File: config.mk
export PLATFORM = sky130hd
export DESIGN_NAME = muldiv_ctrl
export DESIGN_NICKNAME = d
export VERILOG_FILES = /design/src/rtl/muldiv_pkg.sv /design/src/rtl/muldiv_core.sv /design/src/rtl/muldiv_ctrl.sv
export SDC_FILE = /design/constraint.sdc
export NUM_CORES = 1
export LEC_CHECK = 0
export BUFFER_PORTS_ARGS = -buffer_cell sky130_fd_sc_hd__buf_2
export CELL_PAD_IN_SITES_DETAIL_PLACEMENT = 0
export CELL_PAD_IN_SITES_GLOBAL_PLACEMENT = 2
export CORE_ASPECT_RATIO = 1.1
export CORE_MARGIN = 1.5
export CORE_UTILIZATION = 38
export CTS_BUF_LIST = sky130_fd_sc_hd__clkbuf_2 sky130_fd_sc_hd__clkbuf_4 sky130_fd_sc_hd__clkbuf_8
export CTS_CLUSTER_SIZE = 14
export DETAILED_ROUTE_END_ITERATION = 8
export PLACE_DENSITY = 0.82
export SLEW_MARGIN = 5
export SYNTH_ARGS = -nofsm -noshare
export SYNTH_HDL_FRONTEND = slang
export SYNTH_HIERARCHICAL = 1
export SYNTH_SLANG_ARGS = --single-unit
File: constraint.sdc
create_clock -name clk -period 3.6 [get_ports clk]
set_clock_uncertainty 0.05 [all_clocks]
set_input_delay 0.9 -clock clk [delete_from_list [all_inputs] [get_ports clk]]
set_output_delay 0.9 -clock clk [all_outputs]
set_load 0.01 [all_outputs]
File: src/rtl/muldiv_pkg.sv
// Shared definitions for the iterative multiply/divide unit and the ALU decoder.
// Controller FSM states, ALU opcodes for MULT/DIV, and an opcode-valid helper.
package muldiv_pkg;

    typedef enum logic [1:0] {
        IDLE = 2'd0,
        BUSY = 2'd1,
        DONE = 2'd2
    } state_t;

    localparam logic [3:0] ALU_MULT = 4'b1000;
    localparam logic [3:0] ALU_DIV  = 4'b1001;

    function automatic logic is_muldiv_op(input logic [3:0] op);
        return (op == ALU_MULT) || (op == ALU_DIV);
    endfunction

endpackage

File: src/rtl/muldiv_core.sv
// Iteration datapath: one shift-add multiply step or one restoring divide step per cycle.
// The {p_hi, p_lo} pair is the product accumulator for MULT and {remainder, quotient} for DIV.
module muldiv_core
    import muldiv_pkg::*;
#(
    parameter int WIDTH = 32
) (
    input  logic             clk,
    input  logic             reset,
    input  logic             load,
    input  logic             step,
    input  logic             op_div,
    input  logic [WIDTH-1:0] a,
    input  logic [WIDTH-1:0] b,
    output logic [WIDTH-1:0] res_hi,
    output logic [WIDTH-1:0] res_lo
);

    logic [WIDTH-1:0] p_hi_reg, p_hi_next;
    logic [WIDTH-1:0] p_lo_reg, p_lo_next;
    logic [WIDTH-1:0] b_reg;
    logic [WIDTH:0]   mul_sum;
    logic [WIDTH:0]   div_shift;
    logic [WIDTH-1:0] div_diff;
    logic             div_ge;

    always_comb begin
        mul_sum   = {1'b0, p_hi_reg} + (p_lo_reg[0] ? {1'b0, b_reg} : {(WIDTH+1){1'b0}});
        div_shift = {p_hi_reg, p_lo_reg[WIDTH-1]};
        div_ge    = (div_shift >= {1'b0, b_reg});
        // The partial remainder stays below the divisor, so the low WIDTH bits of the difference suffice.
        div_diff  = div_shift[WIDTH-1:0] - b_reg;
        if (op_div) begin
            p_hi_next = div_ge ? div_diff : div_shift[WIDTH-1:0];
            p_lo_next = {p_lo_reg[WIDTH-2:0], div_ge};
        end else begin
            p_hi_next = mul_sum[WIDTH:1];
            p_lo_next = {mul_sum[0], p_lo_reg[WIDTH-1:1]};
        end
    end

    always_ff @(posedge clk or negedge reset) begin
        if (!reset) begin
            p_hi_reg <= '0;
            p_lo_reg <= '0;
            b_reg    <= '0;
        end else if (load) begin
            p_hi_reg <= '0;
            p_lo_reg <= a;
            b_reg    <= b;
        end else if (step) begin
            p_hi_reg <= p_hi_next;
            p_lo_reg <= p_lo_next;
        end
    end

    assign res_hi = p_hi_reg;
    assign res_lo = p_lo_reg;

endmodule

File: src/rtl/muldiv_ctrl.sv
// Multi-cycle MULT/DIV controller: FSM, iteration counter, sign handling and hi/lo result registers.
// Define MULDIV_SIGNED_EN for two's-complement operands; default build is unsigned.
module muldiv_ctrl
    import muldiv_pkg::*;
#(
    parameter int WIDTH = 32
) (
    input  logic             clk,
    input  logic             reset,
    input  logic             start,
    input  logic [3:0]       alucontrol,
    input  logic [WIDTH-1:0] srca,
    input  logic [WIDTH-1:0] srcb,
    output logic             busy,
    output logic             stall,
    output logic             done,
    output logic [WIDTH-1:0] hi,
    output logic [WIDTH-1:0] lo
);

    localparam int CW = (WIDTH > 1) ? $clog2(WIDTH) : 1;

    state_t           state_reg, state_next;
    logic [CW-1:0]    cnt_reg;
    logic             op_div_reg;
    logic             accept;
    logic [WIDTH-1:0] core_a, core_b;
    logic [WIDTH-1:0] core_hi, core_lo;
    logic [WIDTH-1:0] fix_hi, fix_lo;
    logic [WIDTH-1:0] hi_reg, lo_reg;

    assign accept = (state_reg == IDLE) && start && is_muldiv_op(alucontrol);

    always_comb begin
        state_next = state_reg;
        case (state_reg)
            IDLE:    if (accept) state_next = BUSY;
            BUSY:    if (cnt_reg == '0) state_next = DONE;
            DONE:    state_next = IDLE;
            default: state_next = IDLE;
        endcase
    end

    always_ff @(posedge clk or negedge reset) begin
        if (!reset) begin
            state_reg  <= IDLE;
            cnt_reg    <= '0;
            op_div_reg <= 1'b0;
        end else begin
            state_reg <= state_next;
            if (accept) begin
                cnt_reg    <= CW'(WIDTH - 1);
                op_div_reg <= (alucontrol == ALU_DIV);
            end else if (state_reg == BUSY && cnt_reg != '0) begin
                cnt_reg <= cnt_reg - 1'b1;
            end
        end
    end

`ifdef MULDIV_SIGNED_EN
    logic neg_q_reg, neg_r_reg;

    assign core_a = srca[WIDTH-1] ? -srca : srca;
    assign core_b = srcb[WIDTH-1] ? -srcb : srcb;

    // Divide by zero keeps the all-ones quotient unsigned so lo reads all ones.
    always_ff @(posedge clk or negedge reset) begin
        if (!reset) begin
            neg_q_reg <= 1'b0;
            neg_r_reg <= 1'b0;
        end else if (accept) begin
            neg_q_reg <= (srca[WIDTH-1] ^ srcb[WIDTH-1]) &&
                         !((alucontrol == ALU_DIV) && (srcb == '0));
            neg_r_reg <= srca[WIDTH-1];
        end
    end

    always_comb begin
        fix_hi = core_hi;
        fix_lo = core_lo;
        if (op_div_reg) begin
            if (neg_q_reg) fix_lo = -core_lo;
            if (neg_r_reg) fix_hi = -core_hi;
        end else if (neg_q_reg) begin
            {fix_hi, fix_lo} = -{core_hi, core_lo};
        end
    end
`else
    assign core_a = srca;
    assign core_b = srcb;
    assign fix_hi = core_hi;
    assign fix_lo = core_lo;
`endif

    muldiv_core #(.WIDTH(WIDTH)) u_core (
        .clk    (clk),
        .reset  (reset),
        .load   (accept),
        .step   (state_reg == BUSY),
        .op_div (op_div_reg),
        .a      (core_a),
        .b      (core_b),
        .res_hi (core_hi),
        .res_lo (core_lo)
    );

    always_ff @(posedge clk or negedge reset) begin
        if (!reset) begin
            hi_reg <= '0;
            lo_reg <= '0;
        end else if (state_reg == DONE) begin
            hi_reg <= fix_hi;
            lo_reg <= fix_lo;
        end
    end

    // Results are visible during the DONE cycle itself and held in hi_reg/lo_reg afterwards.
    assign hi    = (state_reg == DONE) ? fix_hi : hi_reg;
    assign lo    = (state_reg == DONE) ? fix_lo : lo_reg;
    assign done  = (state_reg == DONE);
    assign busy  = (state_reg == BUSY) || (state_reg == DONE);
    assign stall = (state_reg == BUSY) || accept;

endmodule
# After elaboration in Yosys (flattened, before gate mapping)
# Cells that the tools add are included.
[totals] wordCells=45 register_bits=168 inputBits=71 output_inout_bits=67
[classes] n_eq_ne=6 mux=15 add_sub_neg=3 n_lt_le_gt_ge=1 n_reduce_logical=12
[ops] cell="32-bit 2-to-1 mux" n=10
[ops] cell="32-bit by 33-bit adder with 33-bit output" n=1
[ops] cell="33-bit by 32-bit greater-or-equal comparator with 1-bit output" n=1
[ops] cell="32-bit subtractor" n=1
[ops] cell="5-bit 2-to-1 mux" n=2
[ops] cell="4-bit == test (second input constant)" n=2
[ops] cell="5-bit logical NOT" n=1
[ops] cell="5-bit nonzero test" n=1
[ops] cell="5-bit by 1-bit subtractor with 5-bit output (second input constant)" n=1
[ops] cell="2-bit 2-to-1 mux" n=2
[ops] cell="2-bit inequality test (second input constant)" n=2
[ops] cell="2-bit one-hot mux with 2 select lines" n=1
[ops] cell="2-bit nonzero test" n=2
[ops] cell="1-bit logical AND" n=3
[ops] cell="1-bit logical OR" n=3
[ops] cell="2-bit by 1-bit == test with 1-bit output (second input constant)" n=1
[ops] cell="2-bit == test (second input constant)" n=1
[ops] cell="2-bit logical NOT" n=1
[ops] cell="2-bit AND reduction" n=1

# Depth between registers and ports, before layout
# Gate-level depths: netlist (run 1).
[logic_depth] ltp_word=5 mapped_depth=14 ltp_nobuf=13

# Hierarchy
# The synthesis (run 1) kept the hierarchy.
[modules_own_cells] mod="muldiv_core" cells_per_inst=1091 n_inst=1 area_each_um2=8582.0
[modules_own_cells] mod="muldiv_ctrl" cells_per_inst=182 n_inst=1 area_each_um2=2813.9

# Least setup slack after synthesis (run 1)
# OpenSTA, ideal clock, no wires.
[synth_path] kind="reg-to-reg" from="reg u_core.p_lo_reg[0], in the netlist u_core/res_lo[0]" to="reg u_core.p_hi_reg[18], in the netlist u_core/res_hi[18]" setup_ns=0.126 path_slack_ns=0.537 t_arrival_ns=2.887 stages_incl_launch_ff=14 required_ns=3.424 cell_sequence="dfrtp_1 clkbuf_1 nand2_1 inv_1 ha_1 a211oi_1 o21bai_1 o221ai_1 a21boi_1 or2_2 a2111oi_0 nor2_1 xnor2_1 a221o_1"
[synth_between] elab_chain_cells=5
[synth_lines] element="from (decl)" line_no="muldiv_core.sv:20" rtl="logic [WIDTH-1:0] p_lo_reg, p_lo_next;"
[synth_lines] element="from (signal assigned)" line_no="muldiv_core.sv:53" rtl="p_lo_reg <= p_lo_next;"
[synth_lines] element="32-bit 2-to-1 mux" line_no="muldiv_core.sv:28" rtl="mul_sum = {1'b0, p_hi_reg} + (p_lo_reg[0] ? {1'b0, b_reg} : {(WIDTH+1){1'b0}});"
[synth_lines] element="32-bit by 33-bit adder with 33-bit output" line_no="muldiv_core.sv:28"
[synth_lines] element="32-bit 2-to-1 mux" line_no="muldiv_core.sv:33" rtl="if (op_div) begin"
[synth_lines] element="32-bit 2-to-1 mux" line_no="muldiv_core.sv:51" rtl="end else if (step) begin"
[synth_lines] element="32-bit 2-to-1 mux" line_no="muldiv_core.sv:47" rtl="end else if (load) begin"
[synth_lines] element="to (signal assigned)" line_no="muldiv_core.sv:52" rtl="p_hi_reg <= p_hi_next;"
[synth_lines] element="to (decl)" line_no="muldiv_core.sv:19" rtl="logic [WIDTH-1:0] p_hi_reg, p_hi_next;"
# Every way passes these cells. The select of a mux whose other input is x is not followed.
# A chain may end at the register's enable or synchronous reset.

# Final worst setup path (run 1)
[layout_path] from="reg u_core.p_lo_reg[0], in the netlist u_core/res_lo[0]" to="reg u_core.p_hi_reg[28], in the netlist u_core/res_hi[28]"
# The elaborated chain is that of the path after synthesis.

==> impl_metrics.csv, run 1 <==
group,metric,value,unit
outcome,status,"finished clean",
route,vias_after_detailed_routing,9731,
timing,final-max-slew-violation-count,0,
global_route,grt_first_pass_wirelength,52700,um
worst_setup_path,worst_setup_path_startpoint,"u_core/res_lo[0]",
place,placed_cells,1748,
timing,setup_viol,0,
worst_setup_path,critPathRequiredTime,3910,ps
synth,netlist.top_cell.by_area,"sky130_fd_sc_hd__dfrtp_1",
route,dr.max_layer_used,"met5",
layout,final_standard_cell_count_with_taps_included_and_fillers_excluded,1780,
power_and_ir_drop,vdd_drop_max,440,uV
worst_setup_path,worst-setup-path-type,"flip-flop to flip-flop",
floorplan,fp.dieH,185,um
timing,period_share,93.2,%
timing,rsz0062_at_grt,"false",
clocking,cts.sink_count,168,
synth,postSynth.topFlopCell,"sky130_fd_sc_hd__dfrtp_1",
timing,report.final.hold_viol_count,0,
synth,synthesis.nets,1414,
route,detail_route.vias_per_cell,5.47,
place,hpwl,24100,um
timing,final.setup.tns,0,ps
synth,synth_top_area_share,36.9,%
synth,yosysUniqueCellTypes,87,
floorplan,core-area,29600,um^2
route,drtIter0Drc,679,
synth,netlist_instances,1273,
layout,final_core_utilization,44.0,%
clocking,holdBufCountCts,0,
synth,synth.area.top_cells,"sky130_fd_sc_hd__dfrtp_1, sky130_fd_sc_hd__ha_1, sky130_fd_sc_hd__mux2_2, sky130_fd_sc_hd__a21oi_1, sky130_fd_sc_hd__o21ai_0",
layout,fillerInstances,3021,
worst_setup_path,arrival,3660,ps
timing,worst_hold_slack,341,ps
place,gp_congestion,0.887,
route,wirelength,32800,um
clocking,clock_path_buffers,2,
layout,nNetsFinal,1534,
worst_setup_path,worst-path-max-fanout,17,
synth,post_synth_xor_area_fraction,3.77,%
synth,yosys_warnings,6,
timing,fin_crit,3360,ps
global_route,pin_count_of_the_biggest_net_entering_global_routing,106,
global_route,grt-ovfl-total,0,
synth,synth_compound_area_share,20.9,%
synth,synth_top_family_by_area,"compound AO/OA/AOI/OAI gates",
synth,synthMostInstantiatedCell,"sky130_fd_sc_hd__dfrtp_1",
synth,ys_seq_elements,168,
run,reported_max_cap_violation_count,0,
synth,synth.area.mux_share,10.2,%
worst_setup_path,critical_path.startpoint_type,"flip-flop",
worst_setup_path,reg2reg_from,"u_core/res_lo[0]",
synth,synth_top_cells_by_count,"sky130_fd_sc_hd__dfrtp_1, sky130_fd_sc_hd__nand2_1, sky130_fd_sc_hd__a21oi_1, sky130_fd_sc_hd__o21ai_0, sky130_fd_sc_hd__nor2_1",
clocking,numCtsBuffers,17,
synth,synth-adder-area-share,7.82,%
worst_setup_path,reg2reg_depth,12,
worst_setup_path,cp-endpoint,"u_core/res_hi[28]",
synth,synth-async-reset-ratio,100,%
power_and_ir_drop,power-per-cell-area,977,nW/um^2
place,place_worst_setup_slack,127,ps
floorplan,num_rows,66,
route,wl_met2,15800,um
route,number_of_design_rule_violations_left_after_detail_routing,0,
route,met3WireLength,1340,um
route,drtPass1Iterations,5,
hold_path,hold_class,"input pin to async pin",
synth,post_synth_and_or_nand_nor_area_fraction,15.6,%
clocking,clkTransAtPathRegs,100,ps
clocking,clock_tree_from_tritoncts,"built",
floorplan,ios,138,
floorplan,die_area,31000,um^2
global_route,number_of_global_route_vias_before_repair,9880,
synth,seq_area_frac_synth,36.9,%
clocking,clock_tree.root_cell,"sky130_fd_sc_hd__clkbuf_8",
synth,average_instance_area_after_synthesis,8.95,um^2
layout,drive_above_1_share,21.9,%
global_route,gr-usage-all-layers,21.6,%
synth,synthesis.area,11400,um^2
timing,postLayoutSetupSlackWorst,244,ps
timing,tightestPinTransition,758,ps
synth,synth_enable_flop_cells,0,
clocking,cts_max_level,4,
timing,slew-limit-headroom,49.5,%
worst_setup_path,reg2reg_to,"u_core/res_hi[28]",
power_and_ir_drop,leakage,6.14,nW
clocking,cts_setup_buffers,0,
timing,fmax,298,MHz
worst_setup_path,worst_setup_path_end_kind,"flip-flop",
worst_setup_path,reg2reg_setup_slack,240,ps
layout,flow.area_growth_from_synthesis,14.2,%
route,avg_wl_per_cell,18.5,um
route,met1_length,15100,um
clocking,clkLatencyLatePin,490,ps
global_route,grt_antenna_before_repair,1,
floorplan,initial_core_utilization,38.5,%
place,io_buffers,137,
route,final_antenna_net_count,0,
floorplan,fp.dieW,168,um
stage by stage:
step / power (mW) / area (um^2)
floorplan: 8.89 / 11400
global placement: 11.1 / 12500
detailed placement: 11.1 / 12500
CTS: 12.8 / 13000
global route: 13.9 / 13000
finish: 12.7 / 13000
routing by layer:
layer,vias to the layer above,GRT usage [%]
li1,4804,-
met1,4678,27.8
met2,213,37.1
met3,34,3.80
met4,2,6.68
met5,-,0
layout make-up:
type	count	area [um^2]	share of cell area, %
multi-input combinational	973	6670	51.2
sequential	168	4210	32.3
timing repair buffer	171	985	7.56
tap	374	468	3.59
clock buffer	18	241	1.86
inverter	62	235	1.81
clock inverter	13	209	1.61
antenna	1	2.50	0.0192
what timing repair did:
item	CTS	global route
endpoints found under the setup margin	0	3
endpoints found under the hold margin	0	0
resized for setup	0	5
cell families after synthesis:
group,Yosys count
flops,168
mux,107
compound gates,377
buf+inv,132
xor+xnor,49
fa+ha+maj,70
simple gates,370
how the worst min path moves through the flow:
stage | start | slack (ps) | cells past startpoint | endpoint
2_1_floorplan | op_div_reg | 430 | 1 | op_div_reg
3_3_place_gp | hi_reg[9] | 430 | 1 | hi_reg[9]
3_5_place_dp | hi_reg[31] | 430 | 1 | hi_reg[31]
4_1_cts | reset | 330 | 2 | hi_reg[17]
5_1_grt | reset | 340 | 2 | u_core/b_reg[20]
6_report | reset | 340 | 2 | hi_reg[17]
placed cells by master, fill, tap and decap left out, drive strengths merged, types with 16 or more instances in the layout:
| master | n |
|---|---|
| clkbuf | 18 |
| a21oi | 110 |
| nor3 | 20 |
| a21o | 18 |
| and2 | 33 |
| mux2i | 34 |
| nor2 | 86 |
| inv | 68 |
| xnor2 | 28 |
| o21ai | 116 |
| nand2 | 142 |
| dfrtp | 168 |
| mux2 | 73 |
| nand3 | 21 |
| a31oi | 19 |
| xor2 | 21 |
| o211ai | 16 |
| buf | 171 |
| ha | 68 |
where the power goes:
part           internal (mW)  switching, mW
logic                   3.30           4.77
clock network          0.788          0.804
registers               2.51          0.537
worst max-delay path, cell delays in order (launching register included):
cell                       delay [ps]
sky130_fd_sc_hd__dfrtp_1          430
sky130_fd_sc_hd__buf_4            230
sky130_fd_sc_hd__and2_1           160
sky130_fd_sc_hd__ha_1             360
sky130_fd_sc_hd__a21oi_2          210
sky130_fd_sc_hd__nor2_1            60
sky130_fd_sc_hd__a211oi_1         270
sky130_fd_sc_hd__or3b_1           420
sky130_fd_sc_hd__o211ai_1         310
sky130_fd_sc_hd__a31oi_1          180
sky130_fd_sc_hd__o41ai_2          270
sky130_fd_sc_hd__xor2_1           190
sky130_fd_sc_hd__a31oi_1           90
(Power assumes the default switching activity.)
==> inputs of run 2 (changes only) <==
--- a/constraint.sdc
+++ b/constraint.sdc
@@ -3,3 +3,3 @@
 set_input_delay 0.9 -clock clk [delete_from_list [all_inputs] [get_ports clk]]
 set_output_delay 0.9 -clock clk [all_outputs]
-set_load 0.01 [all_outputs]
+set_load 0.02 [all_outputs]
==> run 2 against run 1 <==
Against the previous run:
- clock-buffer cell count increased by 1
- critical path depth unchanged
- cell count unchanged
- non-clock buffer count did not move
- register-to-register slack worse by 96 ps
- total power down 0.27%
- utilization fell by 0.13 points
- via count is 0.13% higher
- combinational power is 1% higher
- critical path type unchanged
- critical endpoint unchanged
==> impl_metrics.csv, run 2 (same netlist as run 1, synthesis figures left out) <==
group,metric,value,unit
hold_path,hold_class,"input pin to async pin",
clocking,holdBufCountCts,0,
power_and_ir_drop,power-per-cell-area,977,nW/um^2
layout,flow.area_growth_from_synthesis,13.9,%
place,gp_congestion,0.888,
power_and_ir_drop,totalPowerFinal,12.7,mW
worst_setup_path,arrival,3760,ps
global_route,gr-usage-all-layers,21.7,%
layout,drive_above_1_share,22.0,%
clocking,cts.sink_count,168,
floorplan,fp.dieW,168,um
timing,period_share,95.9,%
clocking,cts_resized,0,
worst_setup_path,critical_path.startpoint_type,"flip-flop",
timing,fin_crit,3450,ps
timing,slew-limit-headroom,49.1,%
clocking,clkLatencyLatePin,490,ps
route,avg_wl_per_cell,18.4,um
worst_setup_path,worst-setup-path-type,"flip-flop to flip-flop",
layout,leading_cell_type_in_the_layout_fill_and_taps_excluded,"sky130_fd_sc_hd__dfrtp_1",
place,hpwl,24000,um
layout,n_antenna_cell,0,
layout,mostFrequentLayoutCells,"sky130_fd_sc_hd__dfrtp_1, sky130_fd_sc_hd__nand2_1, sky130_fd_sc_hd__buf_2, sky130_fd_sc_hd__a21oi_1, sky130_fd_sc_hd__o21ai_0",
power_and_ir_drop,vdd_drop_max,334,uV
clocking,clock_path_buffers,2,
timing,fmax,290,MHz
timing,setup_viol,0,
clocking,cts_setup_buffers,0,
global_route,grt-ovfl-total,0,
clocking,cts_max_level,4,
global_route,pin_count_of_the_biggest_net_entering_global_routing,106,
floorplan,num_rows,66,
clocking,clock_tree.root_cell,"sky130_fd_sc_hd__clkbuf_8",
floorplan,core-area,29600,um^2
outcome,status,"finished clean",
global_route,number_of_global_route_vias_before_repair,9850,
route,wirelength,32700,um
floorplan,fp.dieH,185,um
floorplan,die_area,31000,um^2
timing,final-max-slew-violation-count,0,
place,placed_cells,1748,
route,detail_route.vias_per_cell,5.47,
clocking,clock_tree_from_tritoncts,"built",
layout,stdcell_area,13000,um^2
clocking,clkTransAtPathRegs,100,ps
worst_setup_path,reg2reg_setup_slack,150,ps
floorplan,ios,138,
clocking,numCtsBuffers,17,
worst_setup_path,worst-path-max-fanout,17,
place,io_buffers,137,
worst_setup_path,worst_setup_path_end_kind,"flip-flop",
route,number_of_design_rule_violations_left_after_detail_routing,0,
route,vias_after_detailed_routing,9744,
layout,final_standard_cell_count_with_taps_included_and_fillers_excluded,1780,
layout,final_core_utilization,43.9,%
route,drtIter0Drc,620,
power_and_ir_drop,leakage,6.12,nW
global_route,grt_first_pass_wirelength,52800,um
timing,tightestPinTransition,761,ps
layout,fillerInstances,2998,
layout,layout.area.seq,4210,um^2
layout,multi_input_area,6680,um^2
worst_setup_path,critPathRequiredTime,3910,ps
route,final_antenna_net_count,0,
route,drtPass1Iterations,5,
timing,rsz0062_at_grt,"true",
place,place_area,12500,um^2
timing,report.final.hold_viol_count,0,
layout,nNetsFinal,1534,
floorplan,initial_core_utilization,38.5,%
global_route,grt_antenna_before_repair,1,
run,reported_max_cap_violation_count,0,
run 2: worst paths after layout:
| check | start | endpoint | cells after the start |
|---|---|---|---|
| max | u_core/res_lo[0] | u_core/res_hi[28] | 12 |
| min | reset | hi_reg[17] | 2 |
| max reg2reg | u_core/res_lo[0] | u_core/res_hi[28] | 12 |
| min reg2reg | hi_reg[8] | hi_reg[8] | 1 |
| max in group asynchronous | reset | u_core/b_reg[0] | 2 |
| min in group clk | hi_reg[8] | hi_reg[8] | 1 |
run 2: power by group:
group | switching (mW) | internal [mW]
Clock | 0.849 | 0.613
Combinational | 4.86 | 3.30
Sequential | 0.545 | 2.51
Total | 6.25 | 6.43
run 2: metrics by stage:
step / TNS (ps) / setup slack (ps) / hold WS [ps]
after floorplan: 0 / 537 / 428
after global placement: 0 / 167 / 427
after detailed placement: 0 / 173 / 431
after CTS: 0 / 121 / 333
after global routing: -62.6 / -62.6 / 345
final: 0 / 148 / 322
run 2: final cells by class:
| cell class | instances | area share (%) |
|---|---|---|
| well taps | 374 | 3.61 |
| clock inverters | 13 | 1.20 |
| inverters | 62 | 1.81 |
| flip-flops and latches | 168 | 32.4 |
| clock buffers | 19 | 1.97 |
| multi-input cells | 973 | 51.4 |
| repair buffers | 171 | 7.59 |
run 2: routing by layer:
layer / global-route usage, % / wire length (um)
met5: 0 / 7
met4: 6.71 / 608
met3: 3.29 / 1220
met2: 37.3 / 15800
met1: 28.1 / 15100
run 2: worst max-delay path, stage by stage, from the launching register on:
cell and delay, ps:
sky130_fd_sc_hd__dfrtp_1 430, sky130_fd_sc_hd__buf_4 230, sky130_fd_sc_hd__and2_1 160, sky130_fd_sc_hd__ha_1 350, sky130_fd_sc_hd__a21oi_1 270, sky130_fd_sc_hd__nor2_1 70, sky130_fd_sc_hd__a211oi_1 280, sky130_fd_sc_hd__or3b_1 400
sky130_fd_sc_hd__o211ai_1 330, sky130_fd_sc_hd__a31oi_1 190, sky130_fd_sc_hd__o41ai_2 250, sky130_fd_sc_hd__xor2_1 200, sky130_fd_sc_hd__a31oi_1 110
